--- src/rtl/jzjpcc_hazard_pkg.sv ---
// rtl/jzjpcc_hazard_pkg.sv - shared types for the jzjpcc hazard controller
package jzjpcc_hazard_pkg;

    typedef enum logic [1:0] {
        RESET_FLUSH = 2'd0,
        RUN         = 2'd1,
        LOAD_STALL  = 2'd2
    } hazard_state_t;

    typedef logic [1:0] fwd_sel_t;

    localparam fwd_sel_t FWD_RF  = 2'd0;
    localparam fwd_sel_t FWD_EX  = 2'd1;
    localparam fwd_sel_t FWD_MEM = 2'd2;
    localparam fwd_sel_t FWD_WB  = 2'd3;

endpackage

--- src/rtl/jzjpcc_forward_select.sv ---
// rtl/jzjpcc_forward_select.sv - bypass select and load-hazard flag for one decode source
module jzjpcc_forward_select
    import jzjpcc_hazard_pkg::*;
#(
    parameter int LOAD_USE_BUBBLES = 1
) (
    input  logic [4:0] srcAddr,
    input  logic       srcUsed,
    input  logic [4:0] rdAddr_execute,
    input  logic [4:0] rdAddr_memory,
    input  logic [4:0] rdAddr_writeback,
    input  logic       rdWriteEnable_execute,
    input  logic       rdWriteEnable_memory,
    input  logic       rdWriteEnable_writeback,
    input  logic       rdSource_execute,
    input  logic       rdSource_memory,
    output logic [1:0] forwardSelect,
    output logic       loadHazard
);

    logic src_valid;
    logic match_ex;
    logic match_mem;
    logic match_wb;

    assign src_valid = srcUsed && (srcAddr != 5'd0);
    assign match_ex  = src_valid && rdWriteEnable_execute   && (rdAddr_execute   == srcAddr);
    assign match_mem = src_valid && rdWriteEnable_memory    && (rdAddr_memory    == srcAddr);
    assign match_wb  = src_valid && rdWriteEnable_writeback && (rdAddr_writeback == srcAddr);

    assign loadHazard = match_ex && rdSource_execute;

    // A load still in execute has no data yet, so it yields to older stages.
    always_comb begin
        forwardSelect = FWD_RF;
        if (match_ex && !rdSource_execute) begin
            forwardSelect = FWD_EX;
        end else if (match_mem && !((LOAD_USE_BUBBLES == 2) && rdSource_memory)) begin
            forwardSelect = FWD_MEM;
        end else if (match_wb) begin
            forwardSelect = FWD_WB;
        end
    end

endmodule

--- src/rtl/jzjpcc_hazard_controller.sv ---
// rtl/jzjpcc_hazard_controller.sv - forwarding, load-use bubbles, control-transfer flushes, event counters
module jzjpcc_hazard_controller
    import jzjpcc_hazard_pkg::*;
#(
    parameter int LOAD_USE_BUBBLES = 1,
    parameter int COUNTER_WIDTH    = 32
) (
    input  logic                     clock,
    input  logic                     reset,
    input  logic [4:0]               rs1Addr_decode,
    input  logic [4:0]               rs2Addr_decode,
    input  logic                     rs1Used_decode,
    input  logic                     rs2Used_decode,
    input  logic [4:0]               rdAddr_execute,
    input  logic [4:0]               rdAddr_memory,
    input  logic [4:0]               rdAddr_writeback,
    input  logic                     rdWriteEnable_execute,
    input  logic                     rdWriteEnable_memory,
    input  logic                     rdWriteEnable_writeback,
    input  logic                     rdSource_execute,
    input  logic                     rdSource_memory,
    input  logic                     pcCTWriteEnable,
    output logic                     stall_fetch,
    output logic                     stall_decode,
    output logic                     flush_decode,
    output logic                     flush_execute,
    output logic [1:0]               rs1Forward_decode,
    output logic [1:0]               rs2Forward_decode,
    output logic [COUNTER_WIDTH-1:0] stallCount,
    output logic [COUNTER_WIDTH-1:0] flushCount
);

    hazard_state_t            state_q, state_d;
    logic [1:0]               bubble_q, bubble_d;
    logic [COUNTER_WIDTH-1:0] stall_count_q, flush_count_q;

    logic [1:0] rs1_sel, rs2_sel;
    logic       rs1_load_hazard, rs2_load_hazard;
    logic       load_use;

    jzjpcc_forward_select #(.LOAD_USE_BUBBLES(LOAD_USE_BUBBLES)) u_rs1_select (
        .srcAddr                (rs1Addr_decode),
        .srcUsed                (rs1Used_decode),
        .rdAddr_execute         (rdAddr_execute),
        .rdAddr_memory          (rdAddr_memory),
        .rdAddr_writeback       (rdAddr_writeback),
        .rdWriteEnable_execute  (rdWriteEnable_execute),
        .rdWriteEnable_memory   (rdWriteEnable_memory),
        .rdWriteEnable_writeback(rdWriteEnable_writeback),
        .rdSource_execute       (rdSource_execute),
        .rdSource_memory        (rdSource_memory),
        .forwardSelect          (rs1_sel),
        .loadHazard             (rs1_load_hazard)
    );

    jzjpcc_forward_select #(.LOAD_USE_BUBBLES(LOAD_USE_BUBBLES)) u_rs2_select (
        .srcAddr                (rs2Addr_decode),
        .srcUsed                (rs2Used_decode),
        .rdAddr_execute         (rdAddr_execute),
        .rdAddr_memory          (rdAddr_memory),
        .rdAddr_writeback       (rdAddr_writeback),
        .rdWriteEnable_execute  (rdWriteEnable_execute),
        .rdWriteEnable_memory   (rdWriteEnable_memory),
        .rdWriteEnable_writeback(rdWriteEnable_writeback),
        .rdSource_execute       (rdSource_execute),
        .rdSource_memory        (rdSource_memory),
        .forwardSelect          (rs2_sel),
        .loadHazard             (rs2_load_hazard)
    );

    assign load_use = rs1_load_hazard || rs2_load_hazard;

    // Control transfers beat load-use: the instruction being held is wrong-path.
    always_comb begin
        stall_fetch       = 1'b0;
        stall_decode      = 1'b0;
        flush_decode      = 1'b0;
        flush_execute     = 1'b0;
        rs1Forward_decode = rs1_sel;
        rs2Forward_decode = rs2_sel;
        state_d           = state_q;
        bubble_d          = bubble_q;
        case (state_q)
            RESET_FLUSH: begin
                flush_decode      = 1'b1;
                flush_execute     = 1'b1;
                rs1Forward_decode = FWD_RF;
                rs2Forward_decode = FWD_RF;
                state_d           = RUN;
                bubble_d          = 2'd0;
            end
            RUN: begin
                if (pcCTWriteEnable) begin
                    flush_decode  = 1'b1;
                    flush_execute = 1'b1;
                end else if (load_use) begin
                    stall_fetch   = 1'b1;
                    stall_decode  = 1'b1;
                    flush_execute = 1'b1;
                    if (LOAD_USE_BUBBLES > 1) begin
                        state_d  = LOAD_STALL;
                        bubble_d = 2'(LOAD_USE_BUBBLES - 1);
                    end
                end
            end
            LOAD_STALL: begin
                if (pcCTWriteEnable) begin
                    flush_decode  = 1'b1;
                    flush_execute = 1'b1;
                    state_d       = RUN;
                    bubble_d      = 2'd0;
                end else begin
                    stall_fetch   = 1'b1;
                    stall_decode  = 1'b1;
                    flush_execute = 1'b1;
                    bubble_d      = bubble_q - 2'd1;
                    if (bubble_q <= 2'd1) begin
                        state_d = RUN;
                    end
                end
            end
            default: begin
                state_d  = RESET_FLUSH;
                bubble_d = 2'd0;
            end
        endcase
    end

    always_ff @(posedge clock or posedge reset) begin
        if (reset) begin
            state_q       <= RESET_FLUSH;
            bubble_q      <= 2'd0;
            stall_count_q <= '0;
            flush_count_q <= '0;
        end else begin
            state_q  <= state_d;
            bubble_q <= bubble_d;
            if (stall_decode && (stall_count_q != '1)) begin
                stall_count_q <= stall_count_q + COUNTER_WIDTH'(1);
            end
            if (pcCTWriteEnable && (state_q != RESET_FLUSH) && (flush_count_q != '1)) begin
                flush_count_q <= flush_count_q + COUNTER_WIDTH'(1);
            end
        end
    end

    assign stallCount = stall_count_q;
    assign flushCount = flush_count_q;

endmodule

--- config.mk ---
export PLATFORM = sky130hd
export DESIGN_NAME = jzjpcc_hazard_controller
export DESIGN_NICKNAME = d
export VERILOG_FILES = /design/src/rtl/jzjpcc_hazard_pkg.sv /design/src/rtl/jzjpcc_forward_select.sv /design/src/rtl/jzjpcc_hazard_controller.sv
export SDC_FILE = /design/constraint.sdc
export NUM_CORES = 1
export LEC_CHECK = 0
export CAP_MARGIN = 20
export CORE_MARGIN = 1
export CORE_UTILIZATION = 45
export DETAILED_ROUTE_END_ITERATION = 8
export PLACE_DENSITY = 0.82
export SYNTH_ARGS = -nofsm -noshare
export SYNTH_HDL_FRONTEND = slang
export SYNTH_SLANG_ARGS = --single-unit
--- constraint.sdc ---
create_clock -name clock -period 3.23 [get_ports clock]
set_input_delay 0.323 -clock clock [delete_from_list [all_inputs] [get_ports clock]]
set_output_delay 0.323 -clock clock [all_outputs]
set_load 0.01 [all_outputs]
==> results.json, run 1 <==
{
  "status": "finished, final reports clean",
  "crit_start": "rs2Addr_decode[3]",
  "syn-cell-area_mm2": 0.00367,
  "rsz0062_at_grt": "false",
  "grt_pass1_vias": 3045,
  "top_layer": "met4",
  "power.total_uw": 1810,
  "tns_ns": 0,
  "grt_overflow": 0,
  "drv_slew": 0,
  "ys_types": 43,
  "mostFrequentLayoutCells": "105 x clkdlybuf4s50_1, 65 x dfrtp_1, 63 x xnor2_1, 29 x nand3_1",
  "holdBufCountCts": 0,
  "multiInputGateArea_mm2": 0.00195,
  "num_vias": 3062,
  "p_leak_uw": 0.00214,
  "cts_max_level": 3,
  "start_util_pct": 47.0,
  "grt_pass1_wl_um": 14300,
  "syn_nets": 385,
  "area_growth_syn_to_layout_pct": 36.7,
  "finalCritPeriodShare_pct": 92.3,
  "diodes": 0,
  "final-setup-viol-count": 0,
  "postCtsSetupBuffers": 0,
  "cts.sinks": 65,
  "drive_gt1_share_pct": 9.19,
  "drt-met1-wl_um": 3670,
  "post_drt_wl_per_cell_um": 15.2,
  "fmax_ghz": 0.336,
  "timing.hold.ws_ns": 0.469,
  "die_w_um": 92.3,
  "worstSetupPathType": "in2out",
  "max_slew_margin_pct": 50.8,
  "layout_commonest_cell": "clkdlybuf4s50_1",
  "dieArea_mm2": 0.00851,
  "critPathLaunchType": "primary input",
  "worst-path-max-fanout": 4,
  "drtPass1Iterations": 5,
  "worstPathArrival_ns": 2.66,
  "gp_congestion": 0.903,
  "ctsResizeCount": 0,
  "cp-end-kind": "output port",
  "vdd_ir_drop_max_mv": 0.171,
  "drt_drc_violations_left": 0,
  "r2r_setup_slack_ns": 1.13,
  "cp.required_ns": 2.91,
  "numCtsBuffers": 9,
  "nets": 500,
  "reg2reg_from": "stallCount[0]$_DFFE_PP0P_",
  "path_clk_slew_ns": 0.07,
  "io_pins": 107,
  "tightest_slew_ns": 0.737,
  "hp-class": "in2async",
  "n_fill_cell": 643,
  "antenna_left": 0,
  "fin_crit_ns": 2.98,
  "via_per_inst": 5.37,
  "yosysSeqAreaShare_pct": 44.4,
  "cts_root_buf": "clkbuf_8",
  "max_cap_violations": 0,
  "clk_latency_ns": 0.34,
  "core_mm2": 0.00781,
  "wl_met2_um": 4330,
  "ys_warn_count": 0,
  "worst_clock_skew_ns": 0.00844,
  "drt_iter0_markers": 97,
  "regArea_mm2": 0.00163,
  "grt_max_degree": 37,
  "p_per_area_mw_per_mm2": 362,
  "cts_tree": "built",
  "syn_area_per_cell_um2": 10.5,
  "std_cell_rows": 32,
  "wl_met3_um": 501,
  "post-dp-hpwl_um": 6560,
  "antenna_found_initial": 0,
  "wl_um": 8660,
  "finalHoldViolCount": 0,
  "track_usage_pct": 21.4,
  "ys_seq_elements": 65,
  "postSynthCellCount": 348,
  "fp.dieH_um": 92.3,
  "clockBufferDepth": 2,
  "r2r_end": "stallCount[21]$_DFFE_PP0P_",
  "rr_worst_depth": 7,
  "numPortBuffers": 105
}
==> synth_stat cells <==
cell      instances  area (um^2)
a21oi_4           2         32.5
nand3_1          29          145
buf_6             4         45.0
inv_1             6         22.5
o21ai_2           1         8.76
or3_1             1         6.26
o21ai_1           1         5.00
nor3_1            9         45.0
and3_1           21          131
nor4_1            4         25.0
conb_1            1         3.75
nor4b_4           1         23.8
nand3_2           1         10.0
and3_4            1         11.3
nand4b_1          2         17.5
a31o_1            1         8.76
nor2b_1           3         18.8
mux2_4            1         15.0
buf_4             1         7.51
nand4_1          25          156
nor3b_2           1         12.5
nand4_2           2         25.0
ha_1              2         25.0
a41oi_1           2         17.5
and3b_1           1         8.76
and2_0            1         6.26
or4_1             2         15.0
and4_4            3         33.8
a21oi_1           1         5.00
nand4_4           1         21.3
dfrtp_1          65         1630
buf_2             3         15.0
nor4_4            2         42.5
nor2_1           15         56.3
xnor2_1          63          552
o21a_1            1         7.51
o21ai_0           2         10.0
nand2_1          26         97.6
and4_1            6         52.6
and2_1            5         31.3
mux2_2            2         22.5
nand4b_2          1         15.0
xor2_1           26          228
==> per-stage QoR <==
stage / cell area (um^2) / utilization [%] / worst slack [ns] / instances
finish: 5010 / 64.2 / 0.250 / 570
global route: 5010 / 64.2 / 0.118 / 570
CTS: 5010 / 64.2 / 0.234 / 570
detailed placement: 4830 / 61.9 / 0.239 / 554
global placement: 4830 / 61.9 / 0.258 / 554
floorplan: 3670 / - / 1.25 / 348
==> worst max-delay path, cell delays in order <==
cell,delay (ns)
clkdlybuf4s50_1,0.51
or4_1,0.56
o21ai_2,0.19
nand4b_1,0.23
nor2_1,0.09
and3b_1,0.21
clkdlybuf4s50_1,0.55
==> registers in the layout, indices dropped and copies added (netlist names) <==
name	flops
flushCount	32
stallCount	32
state_q	1
==> how the worst max path moves through the flow <==
stage                                      endpoint  slack [ns]  cells past startpoint
final                          rs2Forward_decode[1]        0.25                      7
after global routing           rs2Forward_decode[1]        0.12                      7
after floorplan           stallCount[1]$_DFFE_PP0P_        1.25                      6
after global placement         rs2Forward_decode[1]        0.26                      7
after CTS                      rs2Forward_decode[1]        0.23                      7
after detailed placement       rs2Forward_decode[1]        0.24                      7
==> power by group <==
| part | switching [uW] | leakage [uW] | internal (uW) | total [uW] |
|---|---|---|---|---|
| Combinational | 118 | 0.00118 | 166 | 284 |
| Sequential | 53.8 | 0.000886 | 850 | 904 |
| Clock | 328 | 0.0000805 | 299 | 627 |
==> cells by family (layout without fill, tap and decap cells) <==
group / Yosys count / count (layout) / synth area share (%)
compound gates: 11 / 11 / 2.59
fa+ha+maj: 2 / 2 / 0.682
mux: 3 / 3 / 1.02
flops: 65 / 65 / 44.4
other cells: 1 / 1 / 0.102
buf+inv: 14 / 134 / 2.46
simple gates: 163 / 163 / 27.5
xor+xnor: 89 / 89 / 21.3
==> per-layer routing <==
layer / global-route usage, % / vias to the layer above
li1: - / 1460
met1: 26.7 / 1492
met2: 35.3 / 99
met3: 5.72 / 11
met4: 8.07 / 0
met5: 0 / -
==> area by class of cell <==
type / count / share of cell area, %
Multi-Input combinational cell: 269 / 38.9
Clock inverter: 6 / 0.874
Tap cell: 102 / 2.55
Sequential cell: 65 / 32.5
Clock buffer: 10 / 2.75
Timing Repair Buffer: 112 / 22.0
Inverter: 6 / 0.449
No activity file was read; power rests on OpenSTA's default activity.
==> inputs of run 2 (changes only) <==
- CTS_CLUSTER_SIZE: default -> 14
- GPL_TIMING_DRIVEN: default -> 0
- SLEW_MARGIN: default -> 25
==> results.json, run 2 (synthesized netlist as in run 1, its figures left out) <==
{
  "critPathSlowestCell": "or4_1",
  "grt_overflow": 0,
  "critPathMostFrequentCell": "clkdlybuf4s50_1",
  "fmax_ghz": 0.322,
  "path_cells": "clkdlybuf4s50_1 -> or4_1 -> o21ai_2 -> nand4b_1 -> a21oi_4 -> buf_6 -> buf_4 -> clkdlybuf4s50_1",
  "power.total_uw": 1770,
  "wl_um": 8440,
  "dp_slack_ns": 0.127,
  "p_per_area_mw_per_mm2": 352,
  "rr_worst_depth": 6,
  "p_leak_uw": 0.00216,
  "finalHoldViolCount": 0,
  "drv_slew": 0,
  "grt_pass1_wl_um": 14000,
  "std_cell_rows": 32,
  "n_fill_cell": 647,
  "antenna_found_initial": 0,
  "drtPass1Iterations": 4,
  "numCtsBuffers": 9,
  "worstSetupPathType": "in2out",
  "diodes": 0,
  "multiInputGateArea_mm2": 0.00195,
  "r2r_end": "stallCount[1]$_DFFE_PP0P_",
  "path_clk_slew_ns": 0.07,
  "timing.hold.ws_ns": 0.335,
  "start_util_pct": 47.0,
  "core_mm2": 0.00781,
  "worst-path-max-fanout": 11,
  "regArea_mm2": 0.00163,
  "area_growth_syn_to_layout_pct": 37.2,
  "vdd_ir_drop_max_mv": 0.190,
  "cp-end-kind": "output port",
  "fin_crit_ns": 3.10,
  "ctsResizeCount": 0,
  "p_int_uw": 1310,
  "drt_iter0_markers": 121,
  "rsz0062_at_grt": "false",
  "cp.required_ns": 2.91,
  "die_w_um": 92.3,
  "cts.sinks": 65,
  "max_cap_violations": 0,
  "nets": 502,
  "cts_tree": "built",
  "clockBufferDepth": 2,
  "reg2reg_from": "stallCount[0]$_DFFE_PP0P_",
  "critPathLaunchType": "primary input",
  "dieArea_mm2": 0.00851,
  "postCtsSetupBuffers": 0,
  "io_pins": 107,
  "layout_commonest_cell": "clkdlybuf4s50_1",
  "p_sw_uw": 460,
  "r2r_setup_slack_ns": 0.94,
  "holdBufCountCts": 0,
  "seqPwrFrac_pct": 51.1,
  "cts_max_level": 3,
  "track_usage_pct": 20.8,
  "gp_congestion": 0.927,
  "post-dp-hpwl_um": 6450,
  "mostFrequentLayoutCells": "105 x clkdlybuf4s50_1, 65 x dfrtp_1, 63 x xnor2_1, 29 x nand3_1",
  "critPathMaxStageDelay_ns": 0.58,
  "clk_latency_ns": 0.33,
  "post_drt_wl_per_cell_um": 14.8,
  "final-setup-viol-count": 0,
  "critPathBufInv": 4,
  "fin_ws_ns": 0.129,
  "clkPwrFrac_pct": 32.9,
  "worstPathArrival_ns": 2.78,
  "worst_clock_skew_ns": 0.0138,
  "finalCritPeriodShare_pct": 96.0,
  "status": "finished, final reports clean",
  "via_per_inst": 5.34,
  "antenna_left": 0,
  "tns_ns": 0,
  "numPortBuffers": 105,
  "p_sw_share_pct": 26.0,
  "grt_pass1_vias": 2922,
  "drt_drc_violations_left": 0,
  "combinationalPowerShare_pct": 16.1,
  "hp-class": "in2async",
  "grt_max_degree": 41,
  "drive_gt1_share_pct": 8.96,
  "fp.dieH_um": 92.3,
  "cts_root_buf": "clkbuf_8",
  "num_vias": 3047,
  "path_delay_family": "buffers and inverters"
}
==> run 2: worst register-to-register path: cells and delay by family, from the launching register on <==
family                     cells  cell delay, ns
muxes                          1            0.34
DFF                            1            0.43
adders and majority gates      1            0.22
and+or+nand+nor                4            1.20
==> run 2: layout make-up <==
type	count	area share, %
Inverter	6	0.498
Clock buffer	12	2.89
Clock inverter	3	0.348
Multi-Input combinational cell	269	38.8
Sequential cell	65	32.3
Timing Repair Buffer	106	21.3
Buffer	8	1.34
Tap cell	102	2.54
==> run 2: worst max path at each step <==
stage                                          from                    endpoint  slack (ns)  cells after the start
after floorplan           stallCount[0]$_DFFE_PP0P_   stallCount[1]$_DFFE_PP0P_        1.25                      6
after global placement                        reset  stallCount[12]$_DFFE_PP0P_        0.14                      2
after detailed placement          rs2Addr_decode[0]                 stall_fetch        0.13                      8
after CTS                         rs2Addr_decode[0]                 stall_fetch        0.12                      8
after global routing              rs2Addr_decode[1]                 stall_fetch        0.04                      8
final                             rs2Addr_decode[0]                 stall_fetch        0.13                      8
==> run 2: metrics by stage <==
step | area (um^2) | util, % | std cells
4_1_cts | 5030 | 64.4 | 571
3_5_place_dp | 4870 | 62.3 | 556
3_3_place_gp | 4840 | 62.1 | 555
5_1_grt | 5030 | 64.4 | 571
2_1_floorplan | 3670 | - | 348
6_report | 5030 | 64.4 | 571
==> run 2: routing by layer <==
layer | track usage, % | part of all wire, %
met1 | 26.4 | 43
met2 | 34.0 | 49
met3 | 4.98 | 6.2
met4 | 8.85 | 2.0
met5 | 0 | 0
==> run 2: power groups by stage <==
stage                     Clock, uW  Sequential, uW  Combinational [uW]
after global placement            0             917                 274
after detailed placement          0             919                 289
after global routing            637             911                 312
after CTS                       599             905                 289
after floorplan                   0             927                 111
final                           582             904                 285
